### config.mk
export PLATFORM = sky130hd
export DESIGN_NAME = io_input_buffer
export DESIGN_NICKNAME = d
export VERILOG_FILES = /design/src/rtl/io_input_buffer.sv
export SDC_FILE = /design/constraint.sdc
export NUM_CORES = 1
export LEC_CHECK = 0
export BUFFER_PORTS_ARGS = -buffer_cell sky130_fd_sc_hd__buf_2
export CORE_MARGIN = 2
export CORE_UTILIZATION = 30
export DETAILED_ROUTE_END_ITERATION = 16
export PLACE_DENSITY = 0.58
export SLEW_MARGIN = 40
export SYNTH_ARGS = -nofsm -noshare
export SYNTH_HDL_FRONTEND = slang
export SYNTH_SLANG_ARGS = --single-unit
### constraint.sdc
create_clock -name clk -period 1.6 [get_ports clk]
set_input_delay 0.08 -clock clk [delete_from_list [all_inputs] [get_ports clk]]
set_output_delay 0.08 -clock clk [all_outputs]
set_load 0.01 [all_outputs]
### src/rtl/io_input_buffer.sv
// io_input_buffer: synchronises and debounces asynchronous external inputs
// into a stable word for the CPU read path. A sticky 'changed' flag marks
// new data and is cleared by the read strobe 're'.
// Optional feature macro: IO_BUF_EDGE_CAPTURE_EN adds the 'edges' port,
// which accumulates per-bit toggles of the stable word between reads.
module io_input_buffer #(
  parameter int unsigned WIDTH           = 32,
  parameter int unsigned SYNC_STAGES     = 2,
  parameter int unsigned DEBOUNCE_CYCLES = 16
) (
  input  logic             clk,
  input  logic             rst,
  input  logic [WIDTH-1:0] din,
  input  logic             re,
  output logic [WIDTH-1:0] dout,
  output logic             changed
`ifdef IO_BUF_EDGE_CAPTURE_EN
  ,
  output logic [WIDTH-1:0] edges
`endif
);

  localparam int unsigned CNT_W = (DEBOUNCE_CYCLES > 1) ? $clog2(DEBOUNCE_CYCLES) : 1;
  localparam logic [CNT_W-1:0] CNT_MAX = CNT_W'(DEBOUNCE_CYCLES - 1);

  // Synchroniser chain: stage 0 samples din directly, last stage feeds debounce.
  logic [SYNC_STAGES-1:0][WIDTH-1:0] sync_q, sync_d;
  logic [WIDTH-1:0]                  s;

  logic [WIDTH-1:0] cand_q, cand_d;
  logic [CNT_W-1:0] cnt_q, cnt_d;
  logic [WIDTH-1:0] stable_q, stable_d;
  logic             changed_q, changed_d;
  logic             accept;

  assign s = sync_q[SYNC_STAGES-1];

  // Shift the synchroniser chain by one stage per clock.
  always_comb begin
    sync_d = {sync_q[SYNC_STAGES-2:0], din};
  end

  // Whole-word debounce: any difference restarts the count; a saturated
  // count keeps reloading stable from cand every cycle.
  always_comb begin
    cand_d   = cand_q;
    cnt_d    = cnt_q;
    stable_d = stable_q;
    accept   = 1'b0;
    if (s != cand_q) begin
      cand_d = s;
      cnt_d  = '0;
    end else if (cnt_q < CNT_MAX) begin
      cnt_d = cnt_q + 1'b1;
    end else begin
      stable_d = cand_q;
      accept   = 1'b1;
    end
  end

  // Sticky change flag: a genuine new value wins over a same-edge read clear.
  always_comb begin
    changed_d = (changed_q & ~re) | (accept & (cand_q != stable_q));
  end

  // State registers with synchronous active-high reset.
  always_ff @(posedge clk) begin
    if (rst) begin
      sync_q    <= '0;
      cand_q    <= '0;
      cnt_q     <= '0;
      stable_q  <= '0;
      changed_q <= 1'b0;
    end else begin
      sync_q    <= sync_d;
      cand_q    <= cand_d;
      cnt_q     <= cnt_d;
      stable_q  <= stable_d;
      changed_q <= changed_d;
    end
  end

  assign dout    = stable_q;
  assign changed = changed_q;

`ifdef IO_BUF_EDGE_CAPTURE_EN
  logic [WIDTH-1:0] edges_q, edges_d;

  // Accumulate toggled bits; a read clears all but bits set on the same edge.
  always_comb begin
    edges_d = (re ? '0 : edges_q) | (accept ? (stable_q ^ cand_q) : '0);
  end

  // Edge register with synchronous reset.
  always_ff @(posedge clk) begin
    if (rst) edges_q <= '0;
    else     edges_q <= edges_d;
  end

  assign edges = edges_q;
`endif

endmodule

After elaboration in Yosys (flattened, before gate mapping)
Cells that the tools add are included.

Order comparisons: 1. Eq/ne operators: 2. Divide/modulo/power cells: 0. Muxes and demuxes: 2. Shift operators: 0. Reductions and logical operators: 2. Multiply operators: 0. Bitwise gates (word level): 6. Add/sub/neg operators: 1.

Operators with widths (number): 32-bit inequality test (2); 4-bit by 1-bit adder with 4-bit output, second input constant (1); 4-bit less-than comparator, second input constant (1); 1-bit inverter (3); 1-bit AND (2); 1-bit 2-to-1 mux (2); 2-bit AND reduction (1); 2-bit OR reduction (1); 1-bit OR (1).

Memories kept: 0. Output and inout bits: 33. Flip-flop bits (word level): 133. Input port bits: 35. RAM bits: 0. Latch bits: 0. Memory bits (read-only): 0.

Longest topological paths before layout
Gate-level depths: netlist of run 1.

Word-level depth: 5. Gate-level depth with buffers: 7. Gate-level depth less buffers: 5.

Worst setup path after synthesis of run 1
Ideal clock, no wire load.

Path kind: flip-flop to flip-flop. Start: reg cand_q[4]. End: reg stable_q[10] (netlist: dout[10]). Data required time: 1.528 ns. Arrival time: 1.499 ns. Stages on the path, launching flop included: 8. Buffers on the path: 2. Library setup time: 0.072 ns. Slack: 0.030 ns. Cell sequence: dfxtp_1 xnor2_1 nand4_1 nor4_2 and3_1 buf_6 buf_12 mux2i_1.

Longest elaborated chain between the ends: 3.

RTL lines: start, declared (RTL line 30) `logic [WIDTH-1:0] cand_q, cand_d;`; start signal, assigned (RTL line 76) `cand_q <= cand_d;`; 32-bit inequality test (RTL line 50) `if (s != cand_q) begin`; 1-bit inverter (no source line); 2-bit AND reduction (no source line); end signal, assigned (RTL line 78) `stable_q <= stable_d;`; end, declared (RTL line 32) `logic [WIDTH-1:0] stable_q, stable_d;`.

Every way passes these cells. A chain may end at the register's enable or synchronous reset.

Final worst setup path of run 1
Start: reg cand_q[3]. End: reg stable_q[31] (netlist: dout[31]).

Same word-level chain as after synthesis.

==> metrics.csv, run 1 <==
metric,value,unit
nets,634,
num_io_pins,68,
numCtsBuffers,17,
synth.distinct_cells,25,
hp-class,in2reg,
htreeDepth,4,
drc,0,
fin_crit,1.75,ns
netlist_area,4940,um2
p_clk_share,48.5,%
finalCritPeriodShare,109,%
routedWlPerCell,12.5,um
synth_most_common_cell,dfxtp_1,
cap_violations,0,
synth-edff-count,0,
start_util,30.9,%
maxSlewViolCount,0,
violations,negative setup slack,
synth-seq-cells,133,
maxSlewHeadroom,68.6,%
hold_violations,0,
ant_nets,0,
ys.flop_type,dfxtp_1,
combPwrFrac,5.9,%
critPathKind,reg2reg,
clockBufferDepth,2,
synth_top_cell_by_area,dfxtp_1,
syn_inst,450,
clock_latency,0.41,ns
die_h,132,um
rows,46,
vias,3299,
synthesis.nets,486,
numClockSinks,133,
n_antenna_cell,0,
die_area,17500,um2
pwr-share-seq,45.7,%
drt-total-wl,10300,um
stdcell_area,6880,um2
syn_area_per_cell,11.0,um2
drtIter0Drc,81,
max_freq,0.572,GHz
required,1.94,ns
ir_worst_vdd,0.727,mV
async_flop_share,0,%
switchingPower,1560,uW
finClkSkew,0.00899,ns
status,"finished, violations left",
synth.area.top_cells,"dfxtp_1, nor2b_1, xnor2_1, nand2b_1, mux2i_1",
cts_root_buffer,clkbuf_16,
synth_top_area_share,53.8,%
worstSetupEndpointType,register,
grt_pass1_vias,3378,
die-width,132,um
crit_fanout,13,
vias_per_cell,4.00,
netSwitchingFraction,20.5,%
path_clk_slew,0.05,ns
finalSetupTns,-3.86,ns
setup_ws,-0.150,ns
core_area,16000,um2
setup_viol,33,
critPathArrivalTime,2.08,ns
firstDrtPassIters,4,
yosysSeqAreaShare,53.8,%
yosys_warnings,0,
internal_power,6040,uW
overflow,0,
area_growth,39.2,%
worst_slew_pin_slew,0.470,ns
io_buffers,67,
cts_tree,built,
place.gp.congestion,0.800,
pre_cts_slack,-0.270,ns
p_leak,0.00266,uW
track_usage,12.1,%
p_per_area,1100,nW/um2
rsz0062_at_grt,yes,
place_area,5840,um2
synthTopCellsByCount,"dfxtp_1, nor2b_1, xnor2_1",
grt_pass1_wl,16500,um
drive_above_1_share,29.7,%
place_hpwl,7720,um
grt_max_degree,52,
grt_antenna_before_repair,0,
cp-start-kind,register,
==> final cells by class <==
cell class | count | area [um2]
fill | 1591 | 9120
sequential | 133 | 2690
multi-input combinational | 295 | 2230
timing repair buffer | 151 | 1130
clock buffer | 21 | 460
tap | 216 | 270
clock inverter | 9 | 105
==> sequential cells by signal, summed over array words and instances (netlist names) <==
name	flops
cand_q	32
cnt_q	4
dout	32
s	32
sync_d	32
changed	1
==> critical path: stages (launching register included) <==
cell and delay (ns):
dfxtp_2 0.33, xnor2_2 0.18, nand4_1 0.11, nor4_2 0.34, and3_4 0.34, buf_12 0.17
mux2i_1 0.20
==> cells in the final DEF, fill, tap and decap left out <==
| cell | count |
|---|---|
| clkbuf_16 | 18 |
| clkbuf_8 | 2 |
| clkinvlp_4 | 4 |
| dfxtp_1 | 112 |
| mux2i_1 | 32 |
| a31oi_1 | 1 |
| buf_2 | 66 |
| dlygate4sd3_1 | 33 |
| xor2_1 | 1 |
| bufinv_16 | 2 |
| nor4_2 | 3 |
| ha_1 | 1 |
| nand3_1 | 1 |
| xnor2_2 | 9 |
| nor2b_1 | 96 |
| nand4_1 | 16 |
| nor3_1 | 1 |
| nand2_1 | 1 |
| nand2b_1 | 59 |
| a211oi_1 | 1 |
| nand3b_1 | 1 |
| and3_4 | 1 |
| clkbuf_1 | 2 |
| a21o_1 | 1 |
| mux2i_2 | 1 |
| nor3b_1 | 1 |
| dfxtp_2 | 21 |
| a21oi_1 | 1 |
| xnor2_1 | 55 |
| nor2_1 | 5 |
| and3_1 | 1 |
| clkinv_2 | 3 |
| nor4_1 | 1 |
| buf_12 | 5 |
| or2b_1 | 5 |
| buf_4 | 46 |
==> worst paths after layout <==
check / from / to / slack (ns) / cells past startpoint
hold reg to reg: sync_d[53] / s[21] / 0.43 / 1
setup / recovery: cand_q[3] / dout[31] / -0.15 / 6
setup reg to reg: cand_q[3] / dout[31] / -0.15 / 6
hold / removal: rst / cand_q[7] / 0.11 / 2
==> routing by layer <==
metal,global-route usage [%],routed length (um),share of wire [%]
met1,14.2,4630,45
met2,20.2,5120,50
met3,4.04,423,4.1
met4,5.14,158,1.5
met5,0,0,0
==> what timing repair did <==
action | CTS | global route
pin swaps | 5 | 11
setup buffers | 0 | 2
hold endpoints to repair | 33 | 0
cloned | 0 | 1
endpoints found under the setup margin | 34 | 34
hold buffers | 33 | 0
gates resized for setup | 5 | 28
==> per-stage QoR <==
step	cells	power (uW)	hold WS [ns]	util, %
final	825	7600	0.115	43.0
after global routing	825	7890	0.140	43.0
after CTS	822	7690	0.0993	42.2
after detailed placement	759	3910	0.294	36.5
after global placement	759	3910	0.292	36.5
after floorplan	450	3760	0.208	-
==> kinds of logic (layout without fill, tap and decap cells) <==
group / Yosys count / after routing / share of synthesized area [%]
xor gates and xnor gates: 65 / 65 / 11.5
DFF: 133 / 133 / 53.8
muxes: 33 / 33 / 6.68
AOI/OAI and AO/OA: 4 / 4 / 0.531
buffers and inverters: 22 / 181 / 2.81
adders and majority gates: 1 / 1 / 0.253
and+or+nand+nor: 192 / 192 / 24.4
==> power by group through the flow <==
stage               Sequential, uW  Combinational, uW  Clock (uW)
floorplan                     3520                234           0
global placement              3530                377           0
detailed placement            3530                379           0
CTS                           3460                444        3790
global route                  3480                490        3920
finish                        3470                444        3680
Power figures use the tool's default switching activity.
==> inputs of run 2 (changes only) <==
BUFFER_PORTS_ARGS = -buffer_cell sky130_fd_sc_hd__buf_4   (was -buffer_cell sky130_fd_sc_hd__buf_2)
==> metrics.csv, run 2 (same netlist as run 1, synthesis figures left out) <==
metric,value,unit
start_util,30.9,%
critPathKind,reg2reg,
rsz0062_at_grt,yes,
nets,632,
rows,46,
num_io_pins,68,
vias_per_cell,4.04,
area_growth,43.8,%
maxSlewHeadroom,66.1,%
drt-total-wl,10400,um
routedWlPerCell,12.6,um
reg2reg_slack,-0.15,ns
post_cts_buffers,0,
grt_pass1_vias,3339,
path_cells,xnor2_1 -> nand4_1 -> nor4_4 -> and3_4 -> buf_12 -> mux2i_1,
cp_slowest_cell,dfxtp_1,
overflow,0,
ir_worst_vdd,0.798,mV
violations,negative setup slack,
track_usage,12.2,%
die_h,132,um
clockBufferDepth,2,
grt_pass1_wl,16600,um
final_cell_mix,"dfxtp_1, buf_4, nor2b_1",
place.gp.congestion,0.770,
finalSetupTns,-3.95,ns
total_power,8040,uW
worstSetupEndpointType,register,
holdWs,0.127,ns
fin_crit,1.75,ns
ant_nets,0,
hp-class,in2reg,
dp_cells,760,
p_leak,0.00270,uW
startpoint,cand_q[8],
drive_above_1_share,28.9,%
maxSlewViolCount,0,
numCtsBuffers,17,
fin_cells,825,
crit_fanout,13,
drc,0,
min_from,rst,
cap_violations,0,
critPathArrivalTime,2.08,ns
numClockSinks,133,
hold_violations,0,
nFillCells,1560,
status,"finished, violations left",
firstDrtPassIters,4,
io_buffers,67,
max_freq,0.573,GHz
path_delay_family,simple AND/OR/NAND/NOR gates,
clock_latency,0.41,ns
layout_commonest_cell,dfxtp_1,
cts_root_buffer,clkbuf_16,
finClkSkew,0.00867,ns
p_per_area,1130,nW/um2
setup_viol,33,
setup_ws,-0.146,ns
grt_max_degree,56,
vias,3332,
place_hpwl,7690,um
core_area,16000,um2
die-width,132,um
finalCritPeriodShare,109,%
cp-start-kind,register,
fin_util,44.4,%
n_antenna_cell,0,
die_area,17500,um2
cts_tree,built,
worst_slew_pin_slew,0.508,ns
cpPeakStageDelay,0.39,ns
critPathBufInv,1,
drtIter0Drc,80,
htreeDepth,4,
required,1.94,ns
rr_startpoint,cand_q[8],
grt_antenna_before_repair,0,
path_clk_slew,0.06,ns
==> run 2: changes by cell type in the layout (fill, tap and decap cells not counted), moves of 3 or more <==
cell     delta
buf_2      -66
buf_4      +65
dfxtp_1    +10
dfxtp_2    -10
xnor2_1     -3
xnor2_2     +3
==> run 2: what timing repair did <==
action,in CTS,in global routing
hold buffers,33,0
pin swaps,3,9
endpoints found under the hold margin,33,0
setup endpoints to repair,33,35
resized for setup,7,21
==> run 2: worst paths after layout <==
path | cells after the start | endpoint
max | 6 | dout[31]
min | 2 | sync_d[52]
max reg2reg | 6 | dout[31]
min reg2reg | 1 | s[7]
==> run 2: power by group <==
group | internal [uW] | switching [uW]
Clock | 2690 | 1410
Sequential | 3410 | 52.1
Combinational | 301 | 179
==> run 2: cell type report <==
| type | count | area (um2) | area share [%] |
|---|---|---|---|
| Sequential cell | 133 | 2680 | 37.7 |
| Multi-Input combinational cell | 295 | 2260 | 31.8 |
| Timing Repair Buffer | 149 | 1260 | 17.8 |
| Clock buffer | 20 | 457 | 6.42 |
| Tap cell | 216 | 270 | 3.80 |
| Clock inverter | 12 | 178 | 2.50 |
==> run 2: worst reg2reg max path, stage by stage (launching register included) <==
cell	delay, ns
dfxtp_1	0.39
xnor2_1	0.13
nand4_1	0.16
nor4_4	0.35
and3_4	0.29
buf_12	0.16
mux2i_1	0.19
==> run 2: stage by stage <==
| stage | instance area, um2 | worst slack (ns) |
|---|---|---|
| finish | 7110 | -0.146 |
| global route | 7110 | -0.279 |
| floorplan | 4940 | 0.0299 |
| detailed placement | 6010 | -0.235 |
| CTS | 7010 | -0.186 |
| global placement | 6010 | -0.200 |
==> run 2: routing by layer <==
layer	global-route usage (%)	vias to the layer above	wire, um
li1	-	1729	-
met1	14.9	1513	4790
met2	19.5	73	4970
met3	3.58	17	394
met4	6.45	0	266
met5	0	-	0
==> inputs of run 3 (changes only) <==
==> constraint.sdc (replaced) <==
create_clock -name clk -period 1.6 [get_ports clk]
set_input_delay 0.24 -clock clk [delete_from_list [all_inputs] [get_ports clk]]
set_output_delay 0.24 -clock clk [all_outputs]
set_load 0.01 [all_outputs]
==> metrics.csv, run 3 (same netlist as run 1, synthesis figures left out) <==
metric,value,unit
core_area,16000,um2
drt-total-wl,10100,um
area_growth,34.6,%
worst_slew_pin_slew,0.459,ns
cap_violations,0,
maxSlewViolCount,0,
clockBufferDepth,2,
routedWlPerCell,12.6,um
holdWs,0.0387,ns
clock_latency,0.41,ns
nets,604,
p_leak,0.00254,uW
finalCritPeriodShare,110,%
grt_max_degree,47,
setup_viol,33,
die-width,132,um
critPathKind,reg2reg,
place.gp.congestion,0.744,
layout_commonest_cell,dfxtp_1,
dp_cells,765,
fin_cells,796,
status,"finished, violations left",
post_cts_buffers,0,
violations,negative setup slack,
track_usage,12.1,%
hp-class,in2reg,
die_area,17500,um2
fin_crit,1.76,ns
num_io_pins,68,
drc,0,
cp-start-kind,register,
required,1.93,ns
setup_ws,-0.162,ns
ir_worst_vdd,0.718,mV
cts_root_buffer,clkbuf_16,
drtIter0Drc,127,
hold_depth,2,
overflow,0,
max_freq,0.567,GHz
die_h,132,um
rows,46,
grt_pass1_wl,16400,um
seqCellArea,2670,um2
cts_tree,built,
path_clk_slew,0.05,ns
io_buffers,67,
min_to,sync_d[49],
ant_nets,0,
worstSetupEndpointType,register,
min_from,din[17],
firstDrtPassIters,4,
maxSlewHeadroom,69.4,%
multi_input_area,2180,um2
crit_fanout,10,
numClockSinks,133,
numCtsBuffers,17,
reg2reg_depth,6,
n_antenna_cell,0,
grt_antenna_before_repair,0,
hold_violations,0,
final_cell_mix,"dfxtp_1, buf_4, nor2b_1",
vias_per_cell,4.02,
critPathArrivalTime,2.09,ns
worst_r2r_endpoint,dout[2],
reg2reg_slack,-0.16,ns
nFillCells,1575,
drive_above_1_share,27.8,%
vias,3200,
grt_pass1_vias,3245,
rr_startpoint,s[23],
finClkSkew,0.00562,ns
place_hpwl,7770,um
p_per_area,1140,nW/um2
htreeDepth,4,
rsz0062_at_grt,yes,
hold_buffers,0,
start_util,30.9,%
==> run 3: changes by cell type in the layout (fill, tap and decap cells not counted), sizes merged <==
cell         delta
dlygate4sd3    -33
buf             +5
bufinv          -2
clkbuf          +2
clkinvlp        -2
clkinv          +1
==> run 3: power by group <==
| part | internal [uW] | total (uW) | switching, uW |
|---|---|---|---|
| clock network | 2350 | 3690 | 1340 |
| logic | 244 | 405 | 161 |
| registers | 3410 | 3460 | 48.4 |
| total | 6010 | 7560 | 1550 |
==> run 3: layer usage <==
metal  GRT usage (%)  share of wire (%)  vias up
li1                -                  -     1680
met4            5.56                1.9        0
met1            14.7                 47     1443
met3            3.54                3.9       16
met2            19.8                 47       61
met5               0                  0        -
==> run 3: worst max-delay path: stages (launching register included) <==
cell     delay (ns)
dfxtp_2        0.33
xnor2_2        0.21
nand4_1        0.17
nor4_2         0.32
and3_4         0.29
buf_12         0.16
mux2i_2        0.21
==> run 3: cell type report <==
type	count	share of cell area, %
flip-flops and latches	133	40.1
repair buffers	121	14.6
well taps	216	4.06
clock inverters	9	1.56
clock buffers	22	6.98
multi-input cells	295	32.7
==> run 3: repair_timing <==
| item | CTS | global route |
|---|---|---|
| pin swaps | 4 | 6 |
| resized for setup | 4 | 6 |
| endpoints found under the setup margin | 35 | 37 |
==> run 3: worst max path at each step <==
stage,from,endpoint,slack (ns)
3_3_place_gp,cand_q[23],dout[16],-0.32
5_1_grt,cand_q[0],dout[7],-0.28
2_1_floorplan,cand_q[4],dout[10],0.03
3_5_place_dp,cand_q[23],dout[9],-0.37
6_report,s[23],dout[2],-0.16
4_1_cts,s[23],dout[9],-0.21
==> run 3: per-stage QoR <==
stage	cell area, um2	worst slack (ns)	TNS, ns	total power, uW	utilization, %
3_5_place_dp	6050	-0.371	-11.30	3940	37.8
4_1_cts	6630	-0.207	-5.81	7670	41.5
2_1_floorplan	4940	0.0299	0	3760	-
5_1_grt	6650	-0.278	-8.11	7820	41.6
6_report	6650	-0.162	-4.11	7560	41.6
3_3_place_gp	6050	-0.325	-10.32	3940	37.8
